<file path="src/rtl/score_keeper.sv">
// Score keeper and match sequencer: counts toggle-encoded goals, sequences
// serve/play/pause/over, and drives the ball controller's serve and game-over inputs.
module score_keeper #(
    parameter int unsigned WIN_SCORE    = 5,
    parameter int unsigned PAUSE_CYCLES = 50_000_000
) (
    input  logic       clk,
    input  logic       rst,
    input  logic       start,
    input  logic       blue_score_up,
    input  logic       red_score_up,
    output logic       game_initiated,
    output logic       game_over,
    output logic [3:0] blue_score,
    output logic [3:0] red_score,
    output logic [1:0] winner
);

    localparam int unsigned SCORE_W = 4;
    localparam int unsigned CNT_W   = $clog2(PAUSE_CYCLES + 1);
    localparam logic [SCORE_W-1:0] WIN_VAL    = SCORE_W'(WIN_SCORE);
    localparam logic [CNT_W-1:0]   PAUSE_LAST = CNT_W'(PAUSE_CYCLES);

    typedef enum logic [2:0] {
        S_IDLE,
        S_SERVE,
        S_PLAY,
        S_PAUSE,
        S_OVER
    } state_t;

    state_t             r_state;
    state_t             w_state_nxt;
    logic               r_blue_prev;
    logic               r_red_prev;
    logic               r_start_prev;
    logic [CNT_W-1:0]   r_cnt;
    logic [CNT_W-1:0]   w_cnt_nxt;
    logic [SCORE_W-1:0] r_blue;
    logic [SCORE_W-1:0] r_red;
    logic [SCORE_W-1:0] w_blue_nxt;
    logic [SCORE_W-1:0] w_red_nxt;
    logic [1:0]         r_winner;
    logic [1:0]         w_winner_nxt;
    logic               r_game_initiated;
    logic               r_game_over;

    logic               w_ev_b;
    logic               w_ev_r;
    logic [SCORE_W-1:0] w_blue_inc;
    logic [SCORE_W-1:0] w_red_inc;
    logic               w_win_b;
    logic               w_win_r;
    logic               w_start_rise;

    // Each transition of a toggle line is one goal.
    assign w_ev_b       = blue_score_up ^ r_blue_prev;
    assign w_ev_r       = red_score_up ^ r_red_prev;
    assign w_blue_inc   = r_blue + SCORE_W'(w_ev_b);
    assign w_red_inc    = r_red + SCORE_W'(w_ev_r);
    assign w_win_b      = (w_blue_inc == WIN_VAL);
    assign w_win_r      = (w_red_inc == WIN_VAL);
    assign w_start_rise = start & ~r_start_prev;

    always_comb begin
        w_state_nxt  = r_state;
        w_cnt_nxt    = r_cnt;
        w_blue_nxt   = r_blue;
        w_red_nxt    = r_red;
        w_winner_nxt = r_winner;
        case (r_state)
            S_IDLE: begin
                if (start) begin
                    w_state_nxt = S_SERVE;
                end
            end
            S_SERVE, S_PLAY: begin
                w_blue_nxt = w_blue_inc;
                w_red_nxt  = w_red_inc;
                if (w_win_b || w_win_r) begin
                    w_state_nxt  = S_OVER;
                    w_winner_nxt = {w_win_r, w_win_b};
                end else if (w_ev_b || w_ev_r) begin
                    w_state_nxt = S_PAUSE;
                    w_cnt_nxt   = '0;
                end else if (r_state == S_SERVE) begin
                    w_state_nxt = S_PLAY;
                end
            end
            S_PAUSE: begin
                // Ball is dead: goals ignored until the re-serve.
                if (r_cnt == PAUSE_LAST) begin
                    w_state_nxt = S_SERVE;
                end else begin
                    w_cnt_nxt = r_cnt + CNT_W'(1);
                end
            end
            S_OVER: begin
                if (w_start_rise) begin
                    w_state_nxt  = S_SERVE;
                    w_blue_nxt   = '0;
                    w_red_nxt    = '0;
                    w_winner_nxt = 2'b00;
                end
            end
            default: begin
                w_state_nxt = S_IDLE;
            end
        endcase
    end

    // Prev copies track inputs even in reset so no phantom event follows it.
    always_ff @(posedge clk) begin
        r_blue_prev  <= blue_score_up;
        r_red_prev   <= red_score_up;
        r_start_prev <= start;
        if (rst) begin
            r_state          <= S_IDLE;
            r_cnt            <= '0;
            r_blue           <= '0;
            r_red            <= '0;
            r_winner         <= 2'b00;
            r_game_initiated <= 1'b0;
            r_game_over      <= 1'b0;
        end else begin
            r_state          <= w_state_nxt;
            r_cnt            <= w_cnt_nxt;
            r_blue           <= w_blue_nxt;
            r_red            <= w_red_nxt;
            r_winner         <= w_winner_nxt;
            r_game_initiated <= (w_state_nxt == S_SERVE);
            r_game_over      <= (w_state_nxt == S_OVER);
        end
    end

    assign game_initiated = r_game_initiated;
    assign game_over      = r_game_over;
    assign blue_score     = r_blue;
    assign red_score      = r_red;
    assign winner         = r_winner;

endmodule

</file>
<file path="config.mk">
export PLATFORM = sky130hd
export DESIGN_NAME = score_keeper
export DESIGN_NICKNAME = d
export VERILOG_FILES = /design/src/rtl/score_keeper.sv
export SDC_FILE = /design/constraint.sdc
export NUM_CORES = 1
export LEC_CHECK = 0
export ABC_CLOCK_PERIOD_IN_PS = 3700
export CORE_MARGIN = 2
export CORE_UTILIZATION = 60
export DETAILED_ROUTE_END_ITERATION = 10
export PLACE_DENSITY = 0.89
export SETUP_SLACK_MARGIN = 0.3
export SYNTH_ARGS = -nofsm -noshare
export SYNTH_HDL_FRONTEND = slang
export SYNTH_SLANG_ARGS = --single-unit
</file>
<file path="constraint.sdc">
create_clock -name clk -period 3.7 [get_ports clk]
set_input_delay 0.37 -clock clk [delete_from_list [all_inputs] [get_ports clk]]
set_output_delay 0.37 -clock clk [all_outputs]
set_load 0.01 [all_outputs]
</file>
==> impl_metrics.toml, run 1 <==
[floorplanning]
start_util_pct = 61.2
dieArea_sq_um = 4180
dieHeight_microns = 64.6
core-area_sq_um = 3610
die_w_microns = 64.6
row_count = 22
ios = 17

[critical_path]
critPathTopFamily = "buffers and inverters"
slowest_delay_ns = 0.53
crit_required_ns = 3.92
crit_path_frequent_cell = "ha_1"
cp_slowest_cell = "or4_1"
cp_num_buf_inv = 2
path_cells = "clkdlybuf4s50_1, xor2_1, ha_1, ha_1, xnor2_1, o32a_1, a21boi_2, buf_4, or4_1, a21oi_1"
cp_max_fo = 51
critPathKind = "in2reg"
end_kind = "flop"
cp-start-kind = "primary input"
cp_data_arrival_time_ns = 3.00

[timing]
rsz0062_at_grt = "false"
fin_worst_skew_ns = 0.0100
period_share_pct = 75.2
hold_viol_final = 0
setup_viol = 0
worst_pin_slew_ns = 0.734
fin_tns_setup_ns = 0
timing.hold.ws_ns = 0.485
fmax_mhz = 359
drv_slew = 0
slew_headroom_pct = 51.1
period_needed_ns = 2.78

[grt]
grt_overflow = 0
grt_pass1_vias = 1727
grt_max_degree = 52
grt_usage_pct = 23.4
grt_pass1_wl_mm = 7.63
antenna_found_initial = 0

[logic_synthesis]
ys_types = 43
synthFlopType = "dfxtp_1"
ys_seq_elements = 44
synth.avg_cell_area_sq_um = 8.32
synthCells = 265
synth_area_sq_um = 2210
seq_area_frac_synth_pct = 39.9
syn-num-nets = 276
yosys_warnings = 0
async_flop_share_pct = 0
synth_edf_count = 0

[placement]
dpl.hpwl_mm = 3.08
gp_congestion = 0.751
io_buffers = 16

[layout]
final_nets = 288
mostFrequentLayoutCells = "dfxtp_1 (44), a21oi_1 (36), o21ai_0 (26)"
nFillCells = 302
ff_latch_area_sq_um = 881
syn_to_final_growth_pct = 11.2
diodes = 0
multi_input_area_sq_um = 1240
drive_above_1_share_pct = 5.05
final_common_cell = "dfxtp_1"

[detailed_routing]
finalWirelength_mm = 4.45
drc = 0
drtAntennaViolNets = 0
route.vias.total = 1986
vias_per_cell = 6.11
first_iter_violations = 159
firstDrtPassIters = 4
wl_per_cell_microns = 13.7

[power_and_ir_drop]
leakage_nw = 0.784
p_sw_w = 0.000474
pwr-share-comb_pct = 35.8
p_int_w = 0.000794
switching_share_pct = 37.4
p_clk_share_pct = 22.1
total_power_w = 0.00127
peakVddDrop_uv = 215
seqPwrFrac_pct = 42.1
p_per_area_nw_per_um2 = 517

[clock_tree]
post_cts_buffers = 0
cts_resized = 0
hold_buffers = 0
cts-buffers-inserted = 5
clkTransAtPathRegs_ns = 0.07
cts_tree = "built"
htreeDepth = 2
cts_max_path_buffers = 2
cts.sinks = 44
clk-insertion-delay-late_ns = 0.30
cts_root_buffer = "clkbuf_8"

[status]
status = "finished, final reports clean"

[min_path]
hp-class = "reg2reg"

[run]
maxCapViolCount = 0
final timing paths:
path | start | endpoint | slack [ns] | cells after the start
max | red_score_up | r_cnt[12] | 0.92 | 10
min reg2reg | r_cnt[23] | r_cnt[23] | 0.49 | 2
max reg2reg | r_red_prev | r_cnt[12] | 1.15 | 9
min | r_cnt[23] | r_cnt[23] | 0.49 | 2
power groups by stage:
stage | Combinational (W) | Sequential, W | Clock, W
6_report | 0.000454 | 0.000533 | 0.000280
5_1_grt | 0.000505 | 0.000538 | 0.000311
4_1_cts | 0.000455 | 0.000533 | 0.000289
3_5_place_dp | 0.000453 | 0.000543 | 0
3_3_place_gp | 0.000436 | 0.000543 | 0
2_1_floorplan | 0.000353 | 0.000547 | 0
cell type report:
class / count / share of cell area (%)
Sequential cell: 44 / 35.9
Clock buffer: 6 / 2.96
Tap cell: 48 / 2.45
Inverter: 6 / 0.918
Timing Repair Buffer: 18 / 7.14
Multi-Input combinational cell: 202 / 50.4
Clock inverter: 1 / 0.204
layer usage:
| layer | vias up | GRT usage [%] | share of wire, % |
|---|---|---|---|
| li1 | 1000 | - | - |
| met1 | 938 | 29.1 | 47 |
| met2 | 41 | 39.8 | 47 |
| met3 | 7 | 6.25 | 4.4 |
| met4 | 0 | 6.38 | 1.3 |
| met5 | - | 0 | 0 |
cells by family (layout without fill, tap and decap cells):
family / after synthesis / count (layout) / share of synthesized area, %
flops: 44 / 44 / 39.9
simple gates: 107 / 107 / 27.7
xor+xnor: 7 / 7 / 2.78
fa+ha+maj: 6 / 6 / 3.40
compound gates: 82 / 82 / 22.1
buf+inv: 19 / 31 / 4.03
cell usage after synthesis (5+ instances only):
library cell	number	area, sq um
o21ai_0	26	130
or3_1	23	144
and3_1	6	37.5
nand2_1	13	48.8
nand2b_1	5	31.3
ha_1	6	75.1
inv_1	6	22.5
nand3_1	15	75.1
a21oi_1	36	180
dfxtp_1	44	881
nor2_1	14	52.6
clkbuf_1	8	30.0
nand4_1	8	50.1
flip-flops by register name, summed over array words and instances (netlist names):
register,count
r_blue_prev,1
red_score,4
r_red_prev,1
r_state,3
winner,2
r_start_prev,1
blue_score,4
game_over,1
r_cnt,26
game_initiated,1
through the flow:
step	cells	instance area [sq um]	utilization [%]	worst slack [ns]
floorplan	265	2210	-	1.41
detailed placement	318	2370	65.9	0.633
global placement	318	2370	65.9	0.706
finish	325	2450	68.0	0.918
global route	325	2450	68.0	0.719
CTS	325	2450	68.0	0.945
tightest hold or removal path: stages (launching register included):
cell	delay, ns
dfxtp_1	0.32
o21ai_0	0.07
a21oi_1	0.06
(Power assumes the default switching activity.)
==> run 2: changes to the inputs <==
--- a/config.mk
+++ b/config.mk
@@ -5,11 +5,11 @@
 export SDC_FILE = /design/constraint.sdc
 export NUM_CORES = 1
 export LEC_CHECK = 0
-export ABC_CLOCK_PERIOD_IN_PS = 3700
+export ABC_CLOCK_PERIOD_IN_PS = 2400
 export CORE_MARGIN = 2
-export CORE_UTILIZATION = 60
+export CORE_UTILIZATION = 52
 export DETAILED_ROUTE_END_ITERATION = 10
-export PLACE_DENSITY = 0.89
+export PLACE_DENSITY = 0.82
 export SETUP_SLACK_MARGIN = 0.3
 export SYNTH_ARGS = -nofsm -noshare
 export SYNTH_HDL_FRONTEND = slang
==> constraint.sdc (replaced) <==
create_clock -name clk -period 2.4 [get_ports clk]
set_input_delay 0.24 -clock clk [delete_from_list [all_inputs] [get_ports clk]]
set_output_delay 0.24 -clock clk [all_outputs]
set_load 0.01 [all_outputs]
==> impl_metrics.toml, run 2 (same netlist as run 1, synthesis figures left out) <==
[status]
status = "finished with violations"
violations = "negative setup slack"

[timing]
period_needed_ns = 2.41
fmax_mhz = 415
worst_pin_slew_ns = 0.845
rsz0062_at_grt = "true"
fin_worst_skew_ns = 0.00993
period_share_pct = 100
setup_viol = 1
slew_headroom_pct = 43.4
fin_ws_ns = -0.0114
drv_slew = 0
hold_viol_final = 0

[clock_tree]
htreeDepth = 2
clk-insertion-delay-late_ns = 0.31
cts_tree = "built"
cts_max_path_buffers = 2
cts.sinks = 44
cts_root_buffer = "clkbuf_8"
clkTransAtPathRegs_ns = 0.09
cts-buffers-inserted = 5
hold_buffers = 0

[detailed_routing]
route.vias.total = 2241
first_iter_violations = 121
wl_per_cell_microns = 17.6
drc = 0
vias_per_cell = 6.14
firstDrtPassIters = 4
drtAntennaViolNets = 0
finalWirelength_mm = 6.44

[grt]
grt_max_degree = 24
antenna_found_initial = 0
grt_pass1_vias = 2036
use_met2_pct = 42.2
use_met3_pct = 4.97
grt_usage_pct = 25.4
grt_pass1_wl_mm = 9.82
gr-usage-met1_pct = 32.1
grt_overflow = 0
busiest_layer = "met2"

[min_path]
hold_depth = 1
hp-start = "red_score_up"
min_to = "r_red_prev"
hp-class = "in2reg"

[placement]
io_buffers = 16
placed_cells = 340
dpl.hpwl_mm = 3.50
gp_congestion = 0.764
placed_area_sq_um = 2640

[layout]
final_nets = 325
final_cells = 365
syn_to_final_growth_pct = 40.5
final_common_cell = "dfxtp_1"
diodes = 0
drive_above_1_share_pct = 29.2
largest_reg_flops = 26
nFillCells = 255
mostFrequentLayoutCells = "dfxtp_1 (42), a21oi_1 (28), buf_4 (28)"
top_register = "r_cnt"
final_design_area_no_fill_sq_um = 3100

[floorplanning]
die_w_microns = 69.1
dieHeight_microns = 69.1
dieArea_sq_um = 4780
start_util_pct = 54.8
core-area_sq_um = 4030
ios = 17
row_count = 23

[power_and_ir_drop]
p_clk_share_pct = 21.0
leakage_nw = 1.07
peakVddDrop_uv = 568
seqPwrFrac_pct = 28.5
p_per_area_nw_per_um2 = 942
p_sw_w = 0.00103
p_int_w = 0.00189
pwr-share-comb_pct = 50.5
switching_share_pct = 35.4

[critical_path]
r2r_start = "r_red_prev"
cp_max_fo = 5
cp-start-kind = "flop"
rr_endpoint = "r_cnt[10]"
r2r_slack_ns = -0.01
critPathKind = "reg2reg"
end_kind = "flop"
ff2ff_path_depth = 10
crit_required_ns = 2.64
cp_data_arrival_time_ns = 2.65

[run]
maxCapViolCount = 0
[run 2: changes by cell type in the layout (fill, tap and decap cells not counted), moves of 4 or more]
cell,change
a21oi_2,+8
buf_6,+4
buf_4,+26
o21ai_1,+10
buf_12,+4
o21ai_0,-17
xnor2_1,-4
o21ai_2,+7
ha_1,-4
a21oi_1,-8
[run 2: worst max-delay path, cell delays in order (launching register included)]
cell and delay (ns):
dfxtp_2 0.34, xor2_2 0.18, ha_2 0.23, ha_4 0.27
nand2b_4 0.11, o32a_1 0.22, a21boi_4 0.10, buf_12 0.14
buf_16 0.12, or4_4 0.48, a21oi_2 0.15
[run 2: worst max path at each step]
stage / startpoint / endpoint / cells after the start
5_1_grt: r_red_prev / r_cnt[10] / 10
2_1_floorplan: r_blue_prev / r_cnt[11] / 10
4_1_cts: r_blue_prev / r_cnt[2] / 10
3_3_place_gp: red_score_up / game_initiated / 10
3_5_place_dp: red_score_up / game_initiated / 10
6_report: r_red_prev / r_cnt[10] / 10
[run 2: cell type report]
| type | count | area (sq um) | share of cell area [%] |
|---|---|---|---|
| multi-input combinational | 202 | 1450 | 46.7 |
| sequential | 44 | 883 | 28.5 |
| timing repair buffer | 55 | 563 | 18.2 |
| clock buffer | 6 | 82.6 | 2.66 |
| tap | 50 | 62.6 | 2.02 |
| clock inverter | 2 | 38.8 | 1.25 |
| inverter | 6 | 22.5 | 0.727 |
[run 2: metal layers]
| layer | wire length, microns | vias up |
|---|---|---|
| li1 | - | 1081 |
| met1 | 2690 | 1087 |
| met2 | 3320 | 61 |
| met3 | 298 | 12 |
| met4 | 129 | 0 |
| met5 | 0 | - |
[run 2: metrics by stage]
| step | power [W] | hold slack (ns) | worst slack (ns) | setup TNS [ns] | util (%) |
|---|---|---|---|---|---|
| 2_1_floorplan | 0.00145 | 0.268 | 0.255 | 0 | - |
| 3_3_place_gp | 0.00178 | 0.459 | -0.222 | -5.50 | 65.5 |
| 3_5_place_dp | 0.00181 | 0.472 | -0.302 | -7.03 | 65.5 |
| 4_1_cts | 0.00271 | 0.219 | 0.0396 | 0 | 73.2 |
| 5_1_grt | 0.00304 | 0.235 | -0.0856 | -0.769 | 76.9 |
| 6_report | 0.00292 | 0.234 | -0.0114 | -0.0114 | 76.9 |
[run 2: repair_timing]
action | CTS | global route
setup buffers | 9 | 6
gates cloned | 2 | 0
setup endpoints to repair | 29 | 37
pin swaps | 13 | 29
resized for setup | 16 | 42
[run 2: power groups by stage]
stage,registers (W),clock network (W),logic (W)
6_report,0.000833,0.000614,0.00147
3_3_place_gp,0.000841,0,0.000943
5_1_grt,0.000840,0.000648,0.00156
2_1_floorplan,0.000847,0,0.000608
4_1_cts,0.000828,0.000616,0.00127
3_5_place_dp,0.000843,0,0.000965
==> run 3: changes to the inputs <==
--- a/config.mk
+++ b/config.mk
@@ -11,6 +11,7 @@
 export DETAILED_ROUTE_END_ITERATION = 10
 export PLACE_DENSITY = 0.82
 export SETUP_SLACK_MARGIN = 0.3
+export SLEW_MARGIN = 20
 export SYNTH_ARGS = -nofsm -noshare
 export SYNTH_HDL_FRONTEND = slang
 export SYNTH_SLANG_ARGS = --single-unit
==> constraint.sdc (replaced) <==
create_clock -name clk -period 2.4 [get_ports clk]
set_input_delay 0.24 -clock clk [delete_from_list [all_inputs] [get_ports clk]]
set_output_delay 0.24 -clock clk [all_outputs]
set_load 0.005 [all_outputs]
==> impl_metrics.toml, run 3 (same netlist as run 1, synthesis figures left out) <==
[floorplanning]
die_w_microns = 69.1
dieHeight_microns = 69.1
row_count = 23
core-area_sq_um = 4030
ios = 17
dieArea_sq_um = 4780
start_util_pct = 54.8

[clock_tree]
cts.sinks = 44
clk-insertion-delay-late_ns = 0.30
cts-buffers-inserted = 5
htreeDepth = 2
cts_root_buffer = "clkbuf_8"
clkTransAtPathRegs_ns = 0.08
cts_max_path_buffers = 2
cts_tree = "built"

[critical_path]
cp_data_arrival_time_ns = 2.51
r2r_start = "r_blue_prev"
cp_max_fo = 21
rr_endpoint = "r_cnt[21]"
cp_slowest_cell = "o41a_4"
crit_required_ns = 2.64
ff2ff_path_depth = 10
slowest_delay_ns = 0.49
end_kind = "flop"
crit_path_frequent_cell = "buf_12"
critPathKind = "reg2reg"
r2r_slack_ns = 0.13
path_cells = "xor2_2, ha_2, ha_4, xnor2_2, o41a_4, a21boi_4, buf_12, buf_12, o21ai_0, a21oi_2"
cp-start-kind = "flop"

[layout]
final_nets = 311
final_cells = 351
final_common_cell = "dfxtp_1"
final_design_area_no_fill_sq_um = 2860
syn_to_final_growth_pct = 29.7
top_register = "r_cnt"
mostFrequentLayoutCells = "dfxtp_1 (42), a21oi_1 (27), o21ai_0 (23)"
nFillCells = 315
diodes = 0
drive_above_1_share_pct = 22.9
multi_input_area_sq_um = 1410
largest_reg_flops = 26
ff_latch_area_sq_um = 883

[grt]
grt_pass1_wl_mm = 9.08
grt_usage_pct = 23.3
grt_pass1_vias = 2037
grt_overflow = 0
antenna_found_initial = 0
grt_max_degree = 24

[power_and_ir_drop]
leakage_nw = 0.961
pwr-share-comb_pct = 44.0
seqPwrFrac_pct = 35.2
switching_share_pct = 35.9
p_per_area_nw_per_um2 = 824
p_int_w = 0.00151
p_clk_share_pct = 20.8
peakVddDrop_uv = 421
p_sw_w = 0.000845
total_power_w = 0.00236

[timing]
fin_worst_skew_ns = 0.00689
rsz0062_at_grt = "true"
drv_slew = 0
timing.hold.ws_ns = 0.233
fin_ws_ns = 0.133
hold_viol_final = 0
period_share_pct = 94.5
fmax_mhz = 441
worst_pin_slew_ns = 0.709
period_needed_ns = 2.27
setup_viol = 0
slew_headroom_pct = 52.4

[placement]
placed_cells = 340
gp_congestion = 0.793
post-place-ws_ns = -0.316
io_buffers = 16
placed_area_sq_um = 2630
dpl.hpwl_mm = 3.56

[detailed_routing]
firstDrtPassIters = 4
first_iter_violations = 94
vias_per_cell = 6.01
wl_per_cell_microns = 15.1
drc = 0
route.vias.total = 2110
finalWirelength_mm = 5.29
drtAntennaViolNets = 0

[status]
status = "finished, final reports clean"

[run]
maxCapViolCount = 0

[min_path]
hp-class = "in2reg"
min_to = "r_red_prev"
hold_depth = 1
hp-start = "red_score_up"
-- run 3: worst max-delay path by stage --
stage | startpoint | endpoint | cells past startpoint
after floorplan | r_blue_prev | r_cnt[11] | 10
after global placement | red_score_up | game_initiated | 10
after detailed placement | blue_score_up | r_cnt[15] | 10
after CTS | r_blue_prev | r_cnt[10] | 10
after global routing | r_red_prev | r_cnt[21] | 10
final | r_blue_prev | r_cnt[21] | 10
-- run 3: final cells by class --
type                            instances  share of cell area [%]
Inverter                                6                   0.787
Multi-Input combinational cell        202                    49.3
Tap cell                               50                    2.19
Sequential cell                        44                    30.9
Timing Repair Buffer                   41                    13.5
Clock buffer                            7                    3.02
Clock inverter                          1                   0.262
-- run 3: per-layer routing --
layer  GRT usage [%]  routed length (microns)  up-vias
li1                -                        -     1056
met1            27.4                     2320     1013
met2            40.4                     2730       31
met3            5.12                      152       10
met4            10.2                       85        0
met5               0                        0        -
-- run 3: power groups by stage --
stage	clock network (W)	registers [W]	logic [W]
after global routing	0.000526	0.000838	0.00113
after global placement	0	0.000841	0.000925
final	0.000491	0.000829	0.00104
after CTS	0.000501	0.000826	0.000987
after detailed placement	0	0.000842	0.000943
after floorplan	0	0.000837	0.000607
-- run 3: repair_timing --
action | 4_1_cts | 5_1_grt
resized for setup | 13 | 16
pin swaps | 7 | 6
setup endpoints to repair | 29 | 28
hold buffers | 0 | 0
setup buffers | 3 | 0
-- run 3: per-stage QoR --
step | TNS (ns) | util (%)
2_1_floorplan | 0 | -
3_3_place_gp | -6.31 | 65.3
3_5_place_dp | -8.04 | 65.3
4_1_cts | 0 | 69.3
5_1_grt | 0 | 71.0
6_report | 0 | 71.0
-- run 3: critical path: cells and delay by family (launching register included) --
kind | cells | cell delay [ns]
compound gates | 4 | 0.92
xor+xnor | 2 | 0.29
fa+ha+maj | 2 | 0.38
buf+inv | 2 | 0.29
flops | 1 | 0.33
